**src/rtl/shift_reg_burst.sv**
```systemverilog
// General-purpose WIDTH-bit data/serialiser register with hold, load, shift, rotate and clear,
// plus a burst engine that repeats a latched shift/rotate step a programmed number of times.
module shift_reg_burst #(
   parameter int WIDTH = 8,
   parameter int CNT_W = 4
) (
   input  logic             clock,
   input  logic             reset,
   input  logic             en,
   input  logic [2:0]       mode,
   input  logic [WIDTH-1:0] din,
   input  logic             sin,
   input  logic             start,
   input  logic [CNT_W-1:0] count,
   output logic [WIDTH-1:0] dout,
   output logic             sout,
   output logic             busy,
   output logic             done
);

   localparam logic [2:0] MODE_HOLD = 3'b000;
   localparam logic [2:0] MODE_LOAD = 3'b001;
   localparam logic [2:0] MODE_SHL  = 3'b010;
   localparam logic [2:0] MODE_SHR  = 3'b011;
   localparam logic [2:0] MODE_ROL  = 3'b100;
   localparam logic [2:0] MODE_ROR  = 3'b101;
   localparam logic [2:0] MODE_CLR  = 3'b110;

   typedef enum logic [0:0] {
      ST_IDLE = 1'b0,
      ST_BUSY = 1'b1
   } state_t;

   state_t           r_state;
   logic [WIDTH-1:0] r_dout;
   logic [CNT_W-1:0] r_remaining;
   logic [2:0]       r_mode;
   logic             r_dir;
   logic             r_busy;
   logic             r_done;

   state_t           w_state_nx;
   logic [WIDTH-1:0] w_dout_nx;
   logic [CNT_W-1:0] w_remaining_nx;
   logic [2:0]       w_mode_nx;
   logic             w_dir_nx;
   logic             w_busy_nx;
   logic             w_done_nx;
   logic             w_burst_mode;

   // One register step for the given op; the reserved code behaves as hold.
   function automatic logic [WIDTH-1:0] f_step(input logic [2:0]       op,
                                               input logic [WIDTH-1:0] data,
                                               input logic [WIDTH-1:0] load,
                                               input logic             ser);
      logic [WIDTH-1:0] res;
      case (op)
         MODE_HOLD: res = data;
         MODE_LOAD: res = load;
         MODE_SHL:  res = {data[WIDTH-2:0], ser};
         MODE_SHR:  res = {ser, data[WIDTH-1:1]};
         MODE_ROL:  res = {data[WIDTH-2:0], data[WIDTH-1]};
         MODE_ROR:  res = {data[0], data[WIDTH-1:1]};
         MODE_CLR:  res = {WIDTH{1'b0}};
         default:   res = data;
      endcase
      return res;
   endfunction

   // Serial-output direction: left ops expose the MSB, right ops the LSB.
   function automatic logic f_dir(input logic [2:0] op, input logic cur);
      logic res;
      case (op)
         MODE_SHL, MODE_ROL: res = 1'b0;
         MODE_SHR, MODE_ROR: res = 1'b1;
         default:            res = cur;
      endcase
      return res;
   endfunction

   assign w_burst_mode = (mode >= MODE_SHL) && (mode <= MODE_ROR);

   // Next-state, datapath and status logic.
   always_comb begin
      w_state_nx     = r_state;
      w_dout_nx      = r_dout;
      w_remaining_nx = r_remaining;
      w_mode_nx      = r_mode;
      w_dir_nx       = r_dir;
      w_busy_nx      = r_busy;
      w_done_nx      = 1'b0;
      if (en) begin
         case (r_state)
            ST_IDLE: begin
               if (start && w_burst_mode) begin
                  if (count != {CNT_W{1'b0}}) begin
                     w_state_nx     = ST_BUSY;
                     w_remaining_nx = count;
                     w_mode_nx      = mode;
                     w_busy_nx      = 1'b1;
                  end else begin
                     w_done_nx = 1'b1;
                  end
               end else begin
                  w_dout_nx = f_step(mode, r_dout, din, sin);
                  w_dir_nx  = f_dir(mode, r_dir);
               end
            end
            ST_BUSY: begin
               w_dout_nx      = f_step(r_mode, r_dout, din, sin);
               w_dir_nx       = f_dir(r_mode, r_dir);
               w_remaining_nx = r_remaining - CNT_W'(1);
               if (r_remaining == CNT_W'(1)) begin
                  w_state_nx = ST_IDLE;
                  w_busy_nx  = 1'b0;
                  w_done_nx  = 1'b1;
               end else begin
                  w_state_nx = ST_BUSY;
               end
            end
            default: begin
               w_state_nx = ST_IDLE;
               w_busy_nx  = 1'b0;
            end
         endcase
      end else begin
         w_done_nx = 1'b0;
      end
   end

   // State and output registers.
   always_ff @(posedge clock or posedge reset) begin
      if (reset) begin
         r_state     <= ST_IDLE;
         r_dout      <= {WIDTH{1'b0}};
         r_remaining <= {CNT_W{1'b0}};
         r_mode      <= MODE_HOLD;
         r_dir       <= 1'b0;
         r_busy      <= 1'b0;
         r_done      <= 1'b0;
      end else begin
         r_state     <= w_state_nx;
         r_dout      <= w_dout_nx;
         r_remaining <= w_remaining_nx;
         r_mode      <= w_mode_nx;
         r_dir       <= w_dir_nx;
         r_busy      <= w_busy_nx;
         r_done      <= w_done_nx;
      end
   end

   assign dout = r_dout;
   assign sout = r_dir ? r_dout[0] : r_dout[WIDTH-1];
   assign busy = r_busy;
   assign done = r_done;

endmodule

```
**config.mk**
```make
export PLATFORM = sky130hd
export DESIGN_NAME = shift_reg_burst
export DESIGN_NICKNAME = d
export VERILOG_FILES = /design/src/rtl/shift_reg_burst.sv
export SDC_FILE = /design/constraint.sdc
export NUM_CORES = 1
export LEC_CHECK = 0
export BUFFER_PORTS_ARGS = -buffer_cell sky130_fd_sc_hd__buf_4
export CORE_ASPECT_RATIO = 1.2
export CORE_MARGIN = 3
export CORE_UTILIZATION = 40
export CTS_BUF_LIST = sky130_fd_sc_hd__clkbuf_2 sky130_fd_sc_hd__clkbuf_4 sky130_fd_sc_hd__clkbuf_8
export CTS_CLUSTER_DIAMETER = 80
export DETAILED_ROUTE_END_ITERATION = 12
export HOLD_SLACK_MARGIN = 0.05
export SLEW_MARGIN = 10
export SYNTH_ARGS = -nofsm -noshare
export SYNTH_HDL_FRONTEND = slang
export SYNTH_SLANG_ARGS = --single-unit
```
**constraint.sdc**
```tcl
create_clock -name clock -period 2 [get_ports clock]
set_clock_uncertainty 0.2 [all_clocks]
set_input_delay 0 -clock clock [delete_from_list [all_inputs] [get_ports clock]]
set_output_delay 0 -clock clock [all_outputs]
set_load 0.005 [all_outputs]
```
# Word level (Yosys, flattened, before mapping)
# Index checks and enable logic that the tools add are counted.
# classes
magnitude_cmp	2
reduce_logical	12
eq_ne	21
n_shift	0
n_mul	0
n_mux	25
n_bitwise	1
div_mod_pow	0
addsub	1
# op_table
operator	count
one-hot mux 8 bit (6 select lines)	2
equality test 3 bit, second input constant	6
one-hot mux 8 bit (2 select lines)	1
AND reduction 4 bit	4
!= test 7 x 1 -> 1 bit, second input constant	2
equality test 3 x 2 -> 1 bit, second input constant	4
2-to-1 mux 1 bit	12
one-hot mux 1 bit (2 select lines)	6
2-to-1 mux 4 bit	2
2-to-1 mux 8 bit	1
one-hot mux 4 bit (2 select lines)	1
OR reduction 2 bit	4
equality test 3 x 1 -> 1 bit, second input constant	2
!= test 2 bit, second input constant	3
!= test 3 x 1 -> 1 bit, second input constant	2
equality test 4 x 1 -> 1 bit, second input constant	1
nonzero test 4 bit	1
subtractor 4 x 1 -> 4 bit, second input constant	1
>= comparator 3 x 2 -> 1 bit, second input constant	1
<= comparator 3 bit, second input constant	1
AND reduction 3 bit	1
logical AND 1 bit	2
!= test 2 x 1 -> 1 bit, second input constant	1
inverter 1 bit	1
# totals
regBits	19
out_inout_bits	11
mem_bits_ro	0
memories	0
ramBits	0
inputBits	20
latch_bits	0

# Logic depth before layout (Yosys ltp)
# Gate-level depths: netlist of run 1.
# logic_depth
word_depth	6
mapped_depth	7
mapped_depth_nobuf	6

# Worst setup path before layout of run 1
# No wires, ideal clock.
# synth_path
path_type	register -> register
start	register r_mode[1]
end	register r_dout[0] (netlist: dout[0])
slack_ps	109
setup_ps	125
stages_incl_launch_ff	7
n_path_buf	2
required_time_ps	1675
t_arrival_ps	1566
path_cell_list	dfrtp_1 -> buf_6 -> or3_1 -> and3_1 -> o21a_1 -> buf_6 -> mux2_4
# synth_between
elab_chain_cells	3
word_cells_on_any_way	10
# synth_lines
element	line_no	text
start, declared	37	logic [2:0] r_mode;
start signal, assigned	145	r_mode <= w_mode_nx;
equality test 3 bit (tied with other cells)	57	case (op)
one-hot mux 8 bit (6 select lines) / != test 7 x 1 -> 1 bit (equally long branches)	n/a	
one-hot mux 8 bit (2 select lines) / AND reduction 4 bit (equally long branches)	n/a	
end signal, assigned	135	r_dout <= {WIDTH{1'b0}};
end signal, assigned	143	r_dout <= w_dout_nx;
end, declared	35	logic [WIDTH-1:0] r_dout;
# Parallel ways exist; a longest one is shown, timed or not.
# A chain may end at the register's enable or synchronous reset.

# Worst setup path after layout of run 1
# layout_path
start	register r_mode[1]
end	register r_dout[3] (netlist: dout[3])
# Same word-level chain as after synthesis.

==> results of run 1 <==
[where the power goes]
part           internal, mW  switching (mW)
clock                 0.139           0.150
sequential            0.562           0.219
combinational         0.933           0.846
total                  1.63            1.21
[cells in the final DEF, fill, tap and decap left out, drive strengths merged, types with 4 or more instances in the layout]
master and count:
a211oi 5, a221oi 7, o32ai 7, nor3b 4, nand2 10, dlygate4sd3 20, inv 10, mux2 9
nand3 6, o21ai 16, buf 41, dfrtp 19, nor2 17, a21oi 12, mux2i 5, o21a 6
nand2b 6
[cell type report]
class,count,area (µm²)
Sequential cell,19,475.5
Clock buffer,3,41.29
Timing Repair Buffer,61,508.0
Inverter,10,37.54
Multi-Input combinational cell,139,974.7
Tap cell,52,65.06
Fill cell,359,1587
Clock inverter,1,5.005
[what timing repair did]
| item | CTS | global route |
|---|---|---|
| setup endpoints to repair | 0 | 9 |
| endpoints found under the hold margin | 38 | 0 |
| resized for setup | 0 | 4 |
| hold buffers | 20 | 0 |
[per-layer routing]
| metal | vias up | global-route usage (%) |
|---|---|---|
| met1 | 791 | 22.48 |
| met2 | 33 | 39.74 |
| met5 | - | 0 |
| met4 | 0 | 6.373 |
| li1 | 776 | - |
| met3 | 6 | 1.964 |
[kinds of logic after synthesis]
| logic type | after synthesis | synth area share [%] |
|---|---|---|
| AO/OA/AOI/OAI | 66 | 28.96 |
| AND/OR/NAND/NOR | 55 | 18.16 |
| buffers and inverters | 24 | 7.920 |
| flip-flops | 19 | 30.40 |
| multiplexers | 14 | 11.36 |
| XOR/XNOR | 2 | 1.600 |
| adder cells (fa/ha/maj) | 2 | 1.600 |
[flip-flops by register name (all words and copies together), names as in the netlist]
name         count
dout             8
r_dir            1
r_remaining      4
r_mode           3
done             1
r_state          1
busy             1
[worst min-delay path, cell delays in order]
cell and delay (ps):
buf_4 100, a221o_1 150, a21oi_1 70, o32ai_1 120
mux2_4 160
[metrics by stage]
stage / hold WS (ps) / std cells / setup WS [ps] / power [mW] / util, %
floorplan: -248.9 / 182 / 109.0 / 1.955 / -
global placement: -15.55 / 261 / 55.74 / 2.466 / 50.10
detailed placement: -13.97 / 261 / 27.55 / 2.518 / 50.10
CTS: 163.0 / 285 / 4.126 / 2.845 / 56.78
global route: 192.7 / 285 / 27.22 / 3.074 / 57.05
finish: 173.8 / 285 / 104.9 / 2.849 / 57.05
[worst max path at each step]
stage | start | end | slack (ps) | cells past startpoint
5_1_grt | r_mode[1] | dout[5] | 30 | 6
3_5_place_dp | r_mode[1] | dout[7] | 30 | 4
3_3_place_gp | r_mode[1] | dout[5] | 60 | 4
4_1_cts | r_mode[1] | dout[7] | 4 | 4
6_report | r_mode[1] | dout[3] | 100 | 6
2_1_floorplan | r_mode[1] | dout[0] | 110 | 6
==> qor.csv, run 1 <==
stage,metric,value,unit
critical_path,critPathLaunchType,flip-flop,
synthesis,async_flop_share,100.0,%
global_route,antenna_found_initial,0,
critical_path,cp_top_family,compound AO/OA/AOI/OAI gates,
timing,slew_headroom,49.51,%
synthesis,yosysMostFrequentCell,dfrtp_1,
synthesis,ys.warnings.count,0,
critical_path,crit_fanout,8,
cts,clk_pin_slew,80,ps
timing,rsz0062_at_grt,no,
synthesis,syn_inst,182,
global_route,grt.overflow.total,0,
job,cap_violations,0,
detailed_routing,routed_via_density,5.635,
synthesis,yosysSeqAreaShare,30.40,%
timing,fin_tns_setup,0,ps
synthesis,synth-edff-count,0,
floorplanning,floorplan.die.height,74.50,µm
cells_and_area,area_growth_syn_to_layout,34.72,%
global_route,grt_max_degree,20,
critical_path,crit_slowest_cell,dfrtp_1,
synthesis,yosys_most_used_dff,dfrtp_1,
timing,drv_slew,0,
power_and_ir_drop,p_leak,0.9215,nW
synthesis,yosysTopAreaCellShare,30.40,%
floorplanning,core_region_area,0.003694,mm²
synthesis,synth_top_cells_by_count,"19 x dfrtp_1, 16 x nor2_1, 16 x o21ai_0",
synthesis,syn_area_per_cell,8.593,µm²
synthesis,synth_area_leaders,"dfrtp_1 30%, mux2_4 6.7%, o21ai_0 5.1%, a221oi_1 3.9%, o32ai_1 3.9%",
min_path,holdPathEnd,dout[0],
detailed_routing,wl,4471,µm
detailed_routing,drt_iter0_drc,80,
cts,cts_tree,yes,
cells_and_area,diodes,0,
detailed_routing,antenna_left,0,
timing,hold_violations,0,
global_route,grt.total_usage,20.03,%
detailed_routing,firstDrtPassIters,5,
cts,h-tree-depth,1,
status,status,"complete, no violations",
timing,period_needed,1895,ps
detailed_routing,vias,1606,
placed_design,place_area,0.001851,mm²
timing,setup_viol,0,
detailed_routing,top_layer_used,met4,
critical_path,critical_path_arrival,1850,ps
detailed_routing,drc_errors,0,
critical_path,worst_setup_path_end_kind,flip-flop,
detailed_routing,met3_wirelength,102,µm
critical_path,cpMostUsedCell,buf_4,
cts,cts_sinks,19,
cts,cts_buffers,3,
critical_path,path_cells,buf_4 > a21oi_1 > buf_4 > a221oi_1 > o32ai_1 > mux2_4,
cts,max-clock-path-buffers,2,
timing,fmax,527.7,MHz
critical_path,path_buf_inv,2,
floorplanning,die-area,0.004699,mm²
synthesis,ys_ff_latch,19,
floorplanning,initial_utilization,42.34,%
floorplanning,num_rows,24,
detailed_routing,met1_length,1947,µm
cts,postCtsSetupBuffers,0,
power_and_ir_drop,ir_worst_vdd,0.6111,mV
floorplanning,pin_count,31,
critical_path,reg2reg_depth,6,
detailed_routing,wl_per_cell,15.69,µm
timing,post-route-period-util,94.76,%
cts,clkLatencyLatePin,270,ps
cells_and_area,fin_area,0.002107,mm²
min_path,hold_class,in -> reg,
placed_design,io_buffers,30,
synthesis,yosysTopAreaCell,dfrtp_1,
cts,cts-root-buf,clkbuf_8,
critical_path,reg2reg_setup_slack,100,ps
placed_design,gp_congestion,0.8169,
cells_and_area,drive_gt1_share,27.04,%
synthesis,netlist-cell-type-count,43,
min_path,holdPathStages,5,
global_route,grt_pass1_wl,7465,µm
placed_design,place_hpwl,3186,µm
global_route,grt_pass1_vias,1634,
cells_and_area,fin_nets,256,
critical_path,path_class,reg -> reg,
detailed_routing,wl_met2,2363,µm
floorplanning,die_x,63.08,µm
synthesis,synth_area,0.001564,mm²
critical_path,slowest_delay,380,ps
critical_path,reg2reg_from,r_mode[1],
synthesis,syn_nets,204,
critical_path,r2r_end,dout[3],
power_and_ir_drop,p_per_area,1352,mW/mm²
critical_path,crit_required,1960,ps
min_path,holdCritStartpoint,sin,
timing,tightest_slew,756.6,ps
No activity file was read; power rests on OpenSTA's default activity.
==> run 2: changes to the inputs <==
- PLACE_DENSITY: not set -> 0.65
- TNS_END_PERCENT: not set -> 20
==> run 2 against run 1 <==
Compared with the run above: clock power grew 2%; cell count down 1.1%; non-clock buffer count shrank 3; wire length down 3.3%; largest cell class unchanged.
==> qor.csv, run 2 (synthesis results as in run 1) <==
stage,metric,value,unit,change
floorplanning,initial_utilization,42.34,%,unchanged
job,cap_violations,0,,unchanged
critical_path,reg2reg_from,r_mode[2],,
cts,cts_buffers,3,,unchanged
power_and_ir_drop,ir_worst_vdd,0.6292,mV,+3.0%
detailed_routing,drt_iter0_drc,117,,+46%
critical_path,r2r_end,dout[4],,
timing,drv_slew,0,,unchanged
timing,post-route-period-util,95.90,%,+1.1 points
cells_and_area,diodes,0,,unchanged
critical_path,worst_setup_path_end_kind,flip-flop,,
detailed_routing,firstDrtPassIters,4,,-1
floorplanning,num_rows,24,,unchanged
placed_design,gp_congestion,0.9131,,+12%
detailed_routing,antenna_left,0,,unchanged
timing,rsz0062_at_grt,no,,
timing,setup_viol,0,,unchanged
detailed_routing,vias,1614,,+0.50%
global_route,antenna_found_initial,0,,unchanged
cts,clk_pin_slew,80,ps,about the same
floorplanning,core_region_area,0.003694,mm²,unchanged
global_route,grt.total_usage,19.50,%,-0.52 points
timing,fmax,521.4,MHz,-1.2%
global_route,grt_pass1_vias,1567,,-4.1%
critical_path,critical_path_arrival,1840,ps,about the same
min_path,hold_class,in -> reg,,
timing,tightest_slew,786.7,ps,+30.10 ps
critical_path,reg2reg_depth,4,,-2
cells_and_area,final_common_cell,buf_4,,
cells_and_area,fin_cells,282,,-1.1%
cts,h-tree-depth,1,,unchanged
placed_design,place_area,0.001843,mm²,-0.41%
placed_design,place_inst,260,,-0.38%
global_route,grt_pass1_wl,7286,µm,-2.4%
timing,fin_tns_setup,0,ps,unchanged
critical_path,endpoint,r_remaining[0],,
detailed_routing,wl_per_cell,15.33,µm,-2.3%
global_route,grt_max_degree,21,,+5.0%
cells_and_area,drive_gt1_share,26.09,%,-0.95 points
timing,hold_violations,0,,unchanged
placed_design,place_hpwl,3087,µm,-3.1%
placed_design,io_buffers,30,,unchanged
critical_path,reg2reg_setup_slack,110,ps,about the same
detailed_routing,routed_via_density,5.723,,+1.6%
cells_and_area,area_growth_syn_to_layout,32.72,%,
floorplanning,pin_count,31,,unchanged
cells_and_area,fin_nets,253,,-1.2%
detailed_routing,drc_errors,0,,unchanged
cells_and_area,largest_register_ff_count,8,,unchanged
floorplanning,die-area,0.004699,mm²,unchanged
cells_and_area,fillCellCount,330,,-8.1%
global_route,grt.overflow.total,0,,unchanged
critical_path,critPathLaunchType,input port,,
critical_path,crit_fanout,7,,-1
floorplanning,floorplan.die.height,74.50,µm,unchanged
timing,slew_headroom,47.50,%,-2.0 points
floorplanning,die_x,63.08,µm,unchanged
cts,clkLatencyLatePin,260,ps,about the same
critical_path,crit_required,1920,ps,-40 ps
cells_and_area,fin_area,0.002076,mm²,-1.5%
power_and_ir_drop,p_leak,0.9082,nW,-1.4%
cts,cts-root-buf,clkbuf_8,,
cts,cts_tree,yes,,
detailed_routing,wl,4324,µm,-3.3%
critical_path,path_class,in -> reg,,
cells_and_area,layout_common_cells,"40 x buf_4, 19 x dfrtp_1, 18 x dlygate4sd3_1",,
power_and_ir_drop,p_per_area,1343,mW/mm²,-0.67%
timing,period_needed,1918,ps,+22.92 ps
status,status,"complete, no violations",,
min_path,holdCritStartpoint,sin,,
cts,max-clock-path-buffers,2,,unchanged
power_and_ir_drop,power.total,2.788,mW,-2.1%
cts,cts_sinks,19,,unchanged
critical_path,crit_path_start,count[2],,
run 2: report_power, final:
| part | switching [mW] | internal [mW] | leakage [nW] |
|---|---|---|---|
| clock | 0.139 | 0.155 | 0.0262 |
| sequential | 0.238 | 0.562 | 0.227 |
| combinational | 0.794 | 0.900 | 0.655 |
| total | 1.17 | 1.62 | 0.908 |
run 2: worst min path at each step:
stage                     endpoint  slack (ps)  depth (start not counted)
after floorplan               busy        -250                          1
after global placement       r_dir         -10                          2
after detailed placement     r_dir          -9                          2
after CTS                  dout[0]         140                          5
after global routing       dout[0]         200                          5
final                      dout[0]         150                          5
run 2: cell type report:
cell class	count	area (µm²)	area share, %
multi-input cells	139	968.4	46.65
well taps	52	65.06	3.134
repair buffers	58	480.5	23.15
inverters	10	37.54	1.808
clock buffers	4	48.80	2.351
flip-flops and latches	19	475.5	22.91
run 2: critical path, cell delays in order:
cell and delay [ps]:
dlygate4sd3_1 530, buf_4 140, or4_1 600, a31oi_1 200, nor2b_1 130, o211ai_1 110, o21ai_0 120
run 2: stage by stage:
step                utilization [%]  worst slack [ps]  hold slack [ps]
finish                        56.20             81.94            152.9
global route                  56.20             9.367            201.7
CTS                           56.10             8.650            144.6
detailed placement            49.90             17.24           -8.551
global placement              49.90             32.49           -11.73
floorplan                         -             109.0           -248.9
run 2: layer usage:
metal	share of wire (%)	routed length, µm	track usage, %	up-vias
li1	-	-	-	774
met1	42	1814	23.10	780
met2	53	2277	36.93	56
met3	4.6	199	2.417	4
met4	0.74	32	5.882	0
met5	0	0	0	-
run 2: repair_timing:
| action | in CTS | in global routing |
|---|---|---|
| hold buffers | 18 | 0 |
| setup endpoints to repair | 0 | 7 |
| buffers inserted | 0 | 0 |
| gates resized for setup | 0 | 2 |
| hold endpoints to repair | 38 | 0 |
